[src/rtl/relu_writeback.sv]
// Writeback output stage: captures a group of up to four signed accumulators and streams
// ReLU + shift + unsigned-saturate results one lane per handshake. Optional counters: RELU_STATS_EN.
module relu_writeback #(
    parameter int ACC_W = 24,
    parameter int OUT_W = 8
) (
    input  logic               clk,
    input  logic               rst_n,
    input  logic               acc_valid,
    output logic               acc_ready,
    input  logic [4*ACC_W-1:0] acc_data,
    input  logic [2:0]         num_lanes,
    input  logic [4:0]         shift,
    output logic               out_valid,
    input  logic               out_ready,
    output logic [OUT_W-1:0]   out_data,
    output logic [1:0]         out_lane,
    output logic               out_last,
    output logic               busy
`ifdef RELU_STATS_EN
    ,
    input  logic               stats_clear,
    output logic [15:0]        zero_cnt,
    output logic [15:0]        sat_cnt
`endif
);

    // Handshakes: a group moves on acc_valid && acc_ready, an element on out_valid && out_ready;
    // a presented element and its lane/last flags stay stable until that handshake.
    typedef enum logic {
        IDLE = 1'b0,
        EMIT = 1'b1
    } state_t;

    state_t                r_state;
    logic [4*ACC_W-1:0]    r_acc;
    logic [4:0]            r_shift;
    logic [2:0]            r_lanes;
    logic                  r_acc_ready;
    logic                  r_out_valid;
    logic [OUT_W-1:0]      r_out_data;
    logic [1:0]            r_out_lane;
    logic                  r_out_last;
    logic                  r_busy;

    logic [2:0]            w_in_lanes;
    logic [1:0]            w_nxt_lane;
    logic [ACC_W-1:0]      w_nxt_v;
    logic                  w_at_last;

    function automatic logic [ACC_W-1:0] shr(input logic [ACC_W-1:0] v, input logic [4:0] sh);
        if (int'(sh) >= ACC_W) return '0;
        return v >> sh;
    endfunction

    function automatic logic [OUT_W-1:0] relu_f(input logic [ACC_W-1:0] v, input logic [4:0] sh);
        logic [ACC_W-1:0] s;
        s = shr(v, sh);
        if (v[ACC_W-1]) return '0;
        if (|s[ACC_W-1:OUT_W]) return '1;
        return s[OUT_W-1:0];
    endfunction

    // Zero or out-of-range lane counts mean a full group.
    assign w_in_lanes = (num_lanes == 3'd0 || num_lanes > 3'd4) ? 3'd4 : num_lanes;
    assign w_nxt_lane = r_out_lane + 2'd1;
    assign w_nxt_v    = r_acc[int'(w_nxt_lane)*ACC_W +: ACC_W];
    assign w_at_last  = ({1'b0, r_out_lane} == r_lanes - 3'd1);

    always_ff @(posedge clk or negedge rst_n) begin
        if (!rst_n) begin
            r_state     <= IDLE;
            r_acc       <= '0;
            r_shift     <= '0;
            r_lanes     <= '0;
            r_acc_ready <= 1'b1;
            r_out_valid <= 1'b0;
            r_out_data  <= '0;
            r_out_lane  <= '0;
            r_out_last  <= 1'b0;
            r_busy      <= 1'b0;
        end else begin
            case (r_state)
                IDLE: begin
                    if (acc_valid) begin
                        r_acc       <= acc_data;
                        r_shift     <= shift;
                        r_lanes     <= w_in_lanes;
                        r_out_lane  <= 2'd0;
                        r_out_data  <= relu_f(acc_data[ACC_W-1:0], shift);
                        r_out_last  <= (w_in_lanes == 3'd1);
                        r_out_valid <= 1'b1;
                        r_acc_ready <= 1'b0;
                        r_busy      <= 1'b1;
                        r_state     <= EMIT;
                    end
                end
                EMIT: begin
                    if (out_ready) begin
                        if (w_at_last) begin
                            r_out_valid <= 1'b0;
                            r_out_last  <= 1'b0;
                            r_acc_ready <= 1'b1;
                            r_busy      <= 1'b0;
                            r_state     <= IDLE;
                        end else begin
                            r_out_lane  <= w_nxt_lane;
                            r_out_data  <= relu_f(w_nxt_v, r_shift);
                            r_out_last  <= ({1'b0, w_nxt_lane} == r_lanes - 3'd1);
                        end
                    end
                end
                default: r_state <= IDLE;
            endcase
        end
    end

    assign acc_ready = r_acc_ready;
    assign out_valid = r_out_valid;
    assign out_data  = r_out_data;
    assign out_lane  = r_out_lane;
    assign out_last  = r_out_last;
    assign busy      = r_busy;

`ifdef RELU_STATS_EN
    logic [15:0]      r_zero_cnt;
    logic [15:0]      r_sat_cnt;
    logic             w_hs;
    logic [ACC_W-1:0] w_cur_v;
    logic [ACC_W-1:0] w_cur_s;
    logic             w_cur_neg;
    logic             w_cur_sat;

    // Classify the lane being handed off from the captured copy, not the live input.
    assign w_hs      = r_out_valid && out_ready;
    assign w_cur_v   = r_acc[int'(r_out_lane)*ACC_W +: ACC_W];
    assign w_cur_s   = shr(w_cur_v, r_shift);
    assign w_cur_neg = w_cur_v[ACC_W-1];
    assign w_cur_sat = !w_cur_neg && (|w_cur_s[ACC_W-1:OUT_W]);

    always_ff @(posedge clk or negedge rst_n) begin
        if (!rst_n) begin
            r_zero_cnt <= '0;
            r_sat_cnt  <= '0;
        end else if (stats_clear) begin
            r_zero_cnt <= '0;
            r_sat_cnt  <= '0;
        end else if (w_hs) begin
            if (w_cur_neg && r_zero_cnt != 16'hFFFF) r_zero_cnt <= r_zero_cnt + 16'd1;
            if (w_cur_sat && r_sat_cnt != 16'hFFFF)  r_sat_cnt  <= r_sat_cnt + 16'd1;
        end
    end

    assign zero_cnt = r_zero_cnt;
    assign sat_cnt  = r_sat_cnt;
`endif

endmodule
[config.mk]
export PLATFORM = sky130hd
export DESIGN_NAME = relu_writeback
export DESIGN_NICKNAME = d
export VERILOG_FILES = /design/src/rtl/relu_writeback.sv
export SDC_FILE = /design/constraint.sdc
export NUM_CORES = 1
export LEC_CHECK = 0
export CORE_MARGIN = 2
export CORE_UTILIZATION = 25
export CTS_BUF_LIST = sky130_fd_sc_hd__clkbuf_8
export DETAILED_ROUTE_END_ITERATION = 6
export SETUP_SLACK_MARGIN = 0.2
export SLEW_MARGIN = 30
export SYNTH_ARGS = -nofsm -noshare
export SYNTH_HDL_FRONTEND = slang
export SYNTH_SLANG_ARGS = --single-unit
[constraint.sdc]
create_clock -name clk -period 3.8 [get_ports clk]
set_clock_uncertainty 0.2 [all_clocks]
set_input_delay 0.76 -clock clk [delete_from_list [all_inputs] [get_ports clk]]
set_output_delay 0.76 -clock clk [all_outputs]
set_load 0.005 [all_outputs]
==> qor.json <==
{
  "logic_synthesis": {
    "synth-seq-cells": 118,
    "synth_cells": 901,
    "asyncSetResetFlopFracSynth": 1.00,
    "seq_total_area_yosys": 0.375,
    "synth_edf_count": 0,
    "syn-cell-area_um2": 7880,
    "yosys-top-cells-count": "339 x nand2_1, 117 x dfrtp_1, 53 x mux2i_1",
    "netlist-cell-type-count": 71,
    "yosys_most_used_dff": "dfrtp_1",
    "yosys-top-cells-area": "dfrtp_1 37%, nand2_1 16%, mux4_2 11%",
    "synth.most_common_cell": "nand2_1",
    "yosysWarnings": 0,
    "synthesis.nets": 1011,
    "yosysTopAreaCellShare": 0.372,
    "synth_top_cell_by_area": "dfrtp_1",
    "postSynthAreaPerCell_um2": 8.75
  },
  "sta": {
    "finalHoldViolCount": 0,
    "fin_crit_ns": 3.43,
    "fin_crit_sh": 0.902,
    "grt_setup_unrepaired": "no",
    "achievable-frequency_mhz": 292,
    "slew-limit-headroom": 0.435,
    "totalNegativeSetupSlack_ns": 0,
    "finalSetupViolations": 0,
    "timing_max_transition_violations_final": 0,
    "tightest_slew_ns": 0.845
  },
  "critical_path": {
    "worstPathArrival_ns": 3.56,
    "critPathKind": "reg2reg",
    "worst-path-max-fanout": 34,
    "startpoint_type": "register",
    "worst-endpoint-required_ns": 3.93,
    "rrSetupSlack_ns": 0.37,
    "timing.critical_path.to_type": "register"
  },
  "power_and_ir_drop": {
    "share_clk_of_total_power": 0.148,
    "p_per_cell_area_nw_per_um2": 834,
    "irDropWorstVdd_v": 0.000312,
    "switching_share": 0.442,
    "p_sw_mw": 3.69,
    "p_int_mw": 4.67,
    "cellLeakagePower_nw": 4.45,
    "design_power_total_mw": 8.36,
    "power_frac_seq": 0.281,
    "p_comb_frac": 0.571
  },
  "grt": {
    "gr-usage-met1": 0.206,
    "grt-ovfl-total": 0,
    "grt_busiest_layer": "met2",
    "grt_usage": 0.156,
    "grtUsageMet3": 0.0255,
    "grt_max_degree": 80,
    "first_pass_grt_wire_length_mm": 39.8,
    "grtUsageMet2": 0.258,
    "initial_antenna_violation_count": 0,
    "first_global_vias": 6942
  },
  "clock_tree": {
    "cts-hold-fix-buffers": 0,
    "post_cts_setup_repair_bufs": 0,
    "clk_latency_ns": 0.44,
    "cts-buffers-inserted": 17,
    "cts.root.buffer_cell": "clkbuf_8",
    "cts.sink_count": 118,
    "clk_pin_slew_ns": 0.07,
    "cts_tree": "built",
    "htree_levels": 4,
    "cts-resized-gates": 0,
    "cts_max_path_buffers": 2
  },
  "routing": {
    "detailed_router_iteration_count_before_antenna_repair": 5,
    "routed_wirelength_mm": 25.4,
    "postRouteAntennaNets": 0,
    "detail_route.drc_violations": 0,
    "via_per_inst": 4.95,
    "route.detailed.wl_per_inst_um": 17.8,
    "via_count": 7055,
    "drt_first_iter_violations": 594
  },
  "min_path": {
    "hold_class": "in2async"
  },
  "placed_design": {
    "gp_congestion": 0.894,
    "port_buffers": 121,
    "post-dp-hpwl_mm": 19.6
  },
  "floorplan": {
    "fp.dieArea_um2": 33000,
    "initial_core_util": 0.252,
    "placementRows": 65,
    "chipHeight_um": 182,
    "io-pin-count": 122,
    "die_x_um": 182,
    "coreArea_um2": 31300
  },
  "final_layout": {
    "finish.net_count": 1121,
    "antenna-diode-count": 0,
    "synthToLayoutAreaGrowth_pct": 27.2,
    "drive_gt1_frac": 0.140,
    "postLayoutCoreUtil": 0.320
  },
  "outcome": {
    "outcome": "finished clean"
  },
  "job": {
    "maxCapViolCount": 0
  }
}
[per-layer routing]
layer,share of wire,vias to the layer above,routed length (um)
li1,-,3361,-
met2,0.49,197,12400
met5,0,-,0
met4,0.026,0,671
met3,0.037,38,932
met1,0.45,3459,11500
[area by class of cell]
type	count	area (um2)
Timing Repair Buffer	156	1510
Clock inverter	12	153
Inverter	15	56.3
Clock buffer	20	275
Multi-Input combinational cell	703	4570
Sequential cell	118	2960
Fill cell	3275	21300
Tap cell	402	503
[cell usage in the layout, fill, tap and decap left out, types with 12 or more instances in the layout]
cell,synthesis,layout
mux2_2,18,18
mux4_2,39,39
clkdlybuf4s50_1,0,119
mux2i_1,53,53
inv_1,11,12
clkbuf_8,0,20
o21ai_0,37,37
buf_4,1,32
dfrtp_1,117,116
a21oi_1,19,19
nor2_1,42,42
nand2_1,339,339
[worst max-delay path, stage by stage (launching register included)]
cell	delay, ns
dfrtp_2	0.42
buf_12	0.24
buf_4	0.22
mux2i_1	0.33
mux4_2	0.36
nand2_1	0.07
o32ai_1	0.26
a21oi_1	0.11
a2111oi_4	0.54
a311oi_1	0.22
a211o_1	0.32
[cell families (layout without fill, tap and decap cells)]
group | count (synthesis) | in the layout | synth area share
simple gates | 439 | 439 | 0.227
compound gates | 140 | 140 | 0.125
mux | 119 | 119 | 0.220
flops | 118 | 118 | 0.375
buf+inv | 80 | 203 | 0.0468
xor+xnor | 3 | 3 | 0.00334
fa+ha+maj | 2 | 2 | 0.00318
[power groups by stage]
stage | combinational, mW | clock (mW) | sequential, mW
finish | 4.77 | 1.24 | 2.35
global route | 5.20 | 1.32 | 2.43
CTS | 4.76 | 1.26 | 2.35
detailed placement | 4.73 | 0 | 2.37
global placement | 4.72 | 0 | 2.36
floorplan | 3.46 | 0 | 2.13
[worst paths after layout]
check / from / end / depth (start not counted)
setup / recovery: out_lane[0]$_DFFE_PN0P_ / out_data[4]$_DFFE_PN0P_ / 10
hold / removal: rst_n / r_acc[27]$_DFFE_PN0P_ / 1
setup reg to reg: out_lane[0]$_DFFE_PN0P_ / out_data[4]$_DFFE_PN0P_ / 10
hold reg to reg: r_acc[51]$_DFFE_PN0P_ / r_acc[51]$_DFFE_PN0P_ / 2
max in group asynchronous: rst_n / acc_ready$_DFFE_PN1P_ / 2
min in group clk: r_acc[51]$_DFFE_PN0P_ / r_acc[51]$_DFFE_PN0P_ / 2
[state kept, by name, summed over array words and instances (netlist names)]
register	count
acc_ready	1
r_acc	96
out_data	8
r_shift	5
out_valid	1
out_last	1
out_lane	2
r_state	1
r_lanes	3
[through the flow]
stage          std cells  hold slack [ns]  worst slack [ns]  instance area [um2]
6_report            1426            0.125             0.373                10000
2_1_floorplan        901            0.238             0.496                 7880
3_5_place_dp        1394            0.259            0.0770                 9590
3_3_place_gp        1394            0.257            0.0789                 9590
4_1_cts             1426            0.253             0.403                10000
5_1_grt             1426            0.150             0.223                10000
No activity file was read; power rests on OpenSTA's default activity.
==> variant 1, RTL diff (same flow settings) <==
The parameter `ACC_W` goes from 24 to 12.
--- a/src/rtl/relu_writeback.sv
+++ b/src/rtl/relu_writeback.sv
@@ -2,5 +2,5 @@
 // ReLU + shift + unsigned-saturate results one lane per handshake. Optional counters: RELU_STATS_EN.
 module relu_writeback #(
-    parameter int ACC_W = 24,
+    parameter int ACC_W = 12,
     parameter int OUT_W = 8
 ) (
Ports: changed (resized acc_data); port bits go from 122 to 74. The function was not compared with the original's and may differ.
==> variant 1 against the original RTL <==
The run now ends with DRC left; combinational power down 51%; sequential cell count down 48; final area down 42%; worst setup slack better by 0.41 ns; via count down 44%; die area down 40%; critical path depth down 4; total power down 46%; non-clock buffer count down 71; synthesized cell count down 43%; synthesized area down 41%; routed wire length down 48%.
==> variant 1: results (changes against the original RTL) <==
clock slew at reported path FFs 0.09 ns (was 0.07 ns); Inverters, non-clock 16 (was 15); Pint 2.63 mW (was 4.67 mW); Max-slew headroom 0.501 (was 0.435); VDD IR max 0.352 mV (was 0.312 mV); list of most frequent post-synthesis cells nand2_1 (177), dfrtp_1 (69), mux4_2 (27) (was nand2_1 (339), dfrtp_1 (117), mux2i_1 (53)); register bit total from synthesis 70 (was 118); Die Wd 140 um (was 182 um); PwrDens 790 nW/um2 (was 834 nW/um2); Layout Nets 631 (was 1121); syn_area_per_cell 9.05 um2 (was 8.75 um2); first-pass GRT wire length 21.3 mm (was 39.8 mm); status finished, violations left (was finished clean); Post-Place Setup Slack 0.639 ns (was 0.0770 ns); max reg flops 48 (was 96); hold crit path type input port to async pin (unchanged); Starting DRT DRC Count 181 (was 594); fin crit share 0.793 (was 0.902); Placed Instances 787 (was 1394); Routed Wire Length 13.2 mm (was 25.4 mm); failing checks DRC; sequential share of the synthesized area 0.379 (was 0.375); reg2reg setup slack 0.79 ns (was 0.37 ns); Multi-In Gates 387 (was 703); Total GRT Usage 0.137 (was 0.156); worst path arrival time 3.05 ns (was 3.56 ns); placed cell area 5560 um2 (was 9590 um2); clock-cell share of area 0.0360 (was 0.0427); syn_nets 573 (was 1011); Non-Clock Buffer Count 85 (was 156); Netlist cell types 69 (was 71); R2R depth 6 (was 10); vias per inst 4.94 (was 4.95); sequential share of cell area 0.304 (was 0.295); I/O Buffers 73 (was 121); Static Leak 2.46 nW (was 4.45 nW); synth top area cells dfrtp_1 (37%), nand2_1 (14%), mux4_2 (13%) (was dfrtp_1 (37%), nand2_1 (16%), mux4_2 (11%)); signal buffers share of area 0.144 (was 0.150); number of CTS-inserted buffers 9 (was 17); DR WL/cell 16.5 um (was 17.8 um); worst-path maximum fanout 18 (was 34); H-tree levels 3 (was 4); Worst-Skew Late Latency 0.35 ns (was 0.44 ns); routability cong. 0.898 (was 0.894); fin util 0.319 (was 0.320); number of global-route vias before repair 3878 (was 6942); ANT cells 0 (unchanged); multi-input combinational area share 0.456 (about the same); post-DP HPWL 10.1 mm (was 19.6 mm); number of clock buffers in the layout 10 (was 20); layout cell share with drive strength beyond 1 0.131 (was 0.140); DRC violations left 2 (was 0); R2R Path End out_data[0] (was out_data[4]); post-synthesis async set-or-reset flop share 1.00 (unchanged); largest net degree at the start of global routing 61 (was 80); fillcell total 1896 (was 3275); TritonRoute pass-1 iters 6 (was 5); CP max stage cell dfrtp_1 (was a2111oi_4); Max stage delay on crit path 0.84 ns (was 0.54 ns)
## variant 1: cell count changes in the layout (fill, tap and decap cells not counted), moves of 8 or more
cell / delta
nand2_1: -162
dfrtp_1: -48
clkdlybuf4s50_1: -47
mux2i_1: -46
nor2_1: -22
buf_4: -21
o21ai_0: -21
mux2_2: -16
mux4_2: -12
clkbuf_8: -10
o211ai_1: -8
## variant 1: routing by layer
| metal | vias to the layer above | wire (um) | GRT usage |
|---|---|---|---|
| li1 | 1919 | - | - |
| met1 | 1904 | 5940 | 0.187 |
| met2 | 126 | 6390 | 0.226 |
| met3 | 15 | 709 | 0.0229 |
| met4 | 0 | 204 | 0.0404 |
| met5 | - | 0 | 0 |
## variant 1: logic make-up after synthesis
family | Yosys count | share of synthesized area
flip-flops | 70 | 0.379
AO/OA/AOI/OAI | 80 | 0.120
buffers and inverters | 54 | 0.0544
adder cells (fa/ha/maj) | 2 | 0.00541
AND/OR/NAND/NOR | 257 | 0.241
multiplexers | 45 | 0.195
XOR/XNOR | 3 | 0.00568
## variant 1: worst max-delay path: cells and delay by family, from the launching register on
family	cells	cell delay [ns]
compound gates	3	0.67
buf+inv	1	0.29
flops	1	0.84
mux	2	0.89
## variant 1: worst min path at each step
stage          cells past startpoint        end  slack, ns
6_report                           1  r_acc[36]       0.16
3_3_place_gp                       2  r_acc[12]       0.26
4_1_cts                            1  r_acc[36]       0.17
2_1_floorplan                      2  r_acc[24]       0.24
5_1_grt                            1  r_acc[36]       0.19
3_5_place_dp                       2  r_acc[25]       0.27
## variant 1: power by group through the flow
stage,registers (mW),clock network [mW],logic [mW]
2_1_floorplan,1.31,0,1.87
3_3_place_gp,1.59,0,2.30
3_5_place_dp,1.60,0,2.32
4_1_cts,1.59,0.655,2.33
5_1_grt,1.65,0.686,2.57
6_report,1.58,0.634,2.34
==> variant 2, RTL diff (config.mk and constraints unchanged) <==
Made on the original files. The option `RELU_STATS_EN` is turned on by a define.
--- a/src/rtl/relu_writeback.sv
+++ b/src/rtl/relu_writeback.sv
@@ -1,4 +1,6 @@
 // Writeback output stage: captures a group of up to four signed accumulators and streams
 // ReLU + shift + unsigned-saturate results one lane per handshake. Optional counters: RELU_STATS_EN.
+`define RELU_STATS_EN
+
 module relu_writeback #(
     parameter int ACC_W = 24,
Ports: changed (added sat_cnt, stats_clear and zero_cnt); port bits go from 122 to 155. The function was not compared with the original's and may differ.
==> variant 2 against the original RTL <==
Total power rose by 20%; routed wire length rose by 32%; highest routed layer unchanged; worst setup slack gained 0.075 ns; final area rose by 30%; clock power increased by 14%; via count increased by 31%; count of clock-buffer cells in the layout is 3 lower; die area up 31%; worst hold slack got worse by 0.074 ns; fmax grew 2.2%; sequential cell count grew 32; largest cell class unchanged; synthesized area grew 32%.
==> variant 2: results (changes against the original RTL) <==
status finished clean (unchanged); fillcell total 4275 (was 3275); Starting DRT DRC Count 658 (was 594); CP max stage cell mux4_2 (was a2111oi_4); register bit total from synthesis 150 (was 118); Min Hold Slack 0.0516 ns (was 0.125 ns); Mapped Cells 1164 (was 901); clock root buffer clkbuf_8 (unchanged); Static Leak 5.59 nW (was 4.45 nW); reg2reg setup slack 0.45 ns (was 0.37 ns); syn_nets 1277 (was 1011); R2R Path End sat_cnt[1] (was out_data[4]); non-filler cells, final 1853 (was 1426); sequential share of cell area 0.289 (was 0.295); worst path arrival time 3.51 ns (was 3.56 ns); Net Sw Power 4.51 mW (was 3.69 mW); Pwr Total 10.0 mW (was 8.36 mW); Worst-Skew Late Latency 0.50 ns (was 0.44 ns); P_clk 1.41 mW (was 1.24 mW); clock slew at reported path FFs 0.11 ns (was 0.07 ns); number of CTS-inserted buffers 17 (unchanged); YS warnings 0 (unchanged); Placed Instances 1815 (was 1394); max reg flops 96 (unchanged); Multi-In Gates 916 (was 703); Total GRT Usage 0.156 (about the same); R2R depth 10 (unchanged); Vias 9252 (was 7055); list of most frequent post-synthesis cells nand2_1 (361), dfrtp_1 (149), nor2_1 (79) (was nand2_1 (339), dfrtp_1 (117), mux2i_1 (53)); Max stage delay on crit path 0.54 ns (about the same); routability cong. 0.906 (was 0.894); post-synthesis async set-or-reset flop share 1.00 (unchanged); I/O Buffers 154 (was 121); largest net degree at the start of global routing 110 (was 80); Post-Place Setup Slack 0.234 ns (was 0.0770 ns); R2R Path Start out_lane[1] (was out_lane[0]); sequential fraction of design power 0.296 (was 0.281); TritonRoute pass-1 iters 5 (unchanged); clock-cell share of area 0.0339 (was 0.0427); Routed Wire Length 33.7 mm (was 25.4 mm); post-DP HPWL 25.1 mm (was 19.6 mm); Post-CTS Setup Inserts 0 (unchanged); sequential share of the synthesized area 0.362 (was 0.375); Tightest Pin Transition 0.856 ns (was 0.845 ns); first-pass GRT wire length 52.9 mm (was 39.8 mm); multi-input combinational area share 0.468 (was 0.456); Netlist cell types 85 (was 71); Non-Clock Buffer Count 208 (was 156); Layout Nets 1421 (was 1121); synth top area cells dfrtp_1 (36%), nand2_1 (13%), mux4_2 (11%) (was dfrtp_1 (37%), nand2_1 (16%), mux4_2 (11%)); layout cell share with drive strength beyond 1 0.144 (was 0.140); VDD IR max 0.336 mV (was 0.312 mV); initial antenna violation count 0 (unchanged); ANT cells 0 (unchanged); number of global-route vias before repair 9227 (was 6942); signal buffers share of area 0.154 (was 0.150); worst-path maximum fanout 17 (was 34)
variant 2: cell types whose count changed in the layout (fill, tap and decap cells not counted), moves of 19 or more:
cell and delta:
nand2_1 +22, a21oi_1 +22, dfrtp_1 +31, nor3_1 +19
clkdlybuf4s50_1 +33, nor2_1 +36
variant 2: worst max-delay path by stage:
stage	startpoint	endpoint	slack (ns)	cells after the start
6_report	out_lane[1]	sat_cnt[1]	0.45	10
5_1_grt	out_lane[0]	sat_cnt[1]	0.24	11
4_1_cts	out_lane[0]	sat_cnt[1]	0.21	11
3_5_place_dp	out_lane[0]	sat_cnt[1]	0.23	11
3_3_place_gp	out_lane[0]	sat_cnt[1]	0.28	11
2_1_floorplan	shift[1]	out_data[2]	0.57	11
variant 2: worst max-delay path: cells and delay by family, from the launching register on:
family          cells  cell delay, ns
mux                 3            1.02
simple gates        3            0.44
compound gates      2            0.52
buf+inv             2            0.53
flops               1            0.50
variant 2: kinds of logic (layout without fill, tap and decap cells):
group	after synthesis	after routing	share of synthesized area
adders and majority gates	5	5	0.00580
xor gates and xnor gates	28	28	0.0237
buffers and inverters	98	255	0.0522
AOI/OAI and AO/OA	177	177	0.118
DFF	150	150	0.362
muxes	147	147	0.209
and+or+nand+nor	559	559	0.230
variant 2: stage by stage:
step	instance area, um2	utilization
2_1_floorplan	10400	-
4_1_cts	13000	0.317
6_report	13000	0.319
3_5_place_dp	12500	0.306
5_1_grt	13000	0.319
3_3_place_gp	12500	0.306
variant 2: routing by layer:
metal / vias to the layer above / global-route usage / wire length (um)
li1: 4393 / - / -
met4: 0 / 0.0527 / 894
met5: - / 0 / 0
met3: 45 / 0.0293 / 1590
met1: 4512 / 0.210 / 15300
met2: 302 / 0.250 / 15900
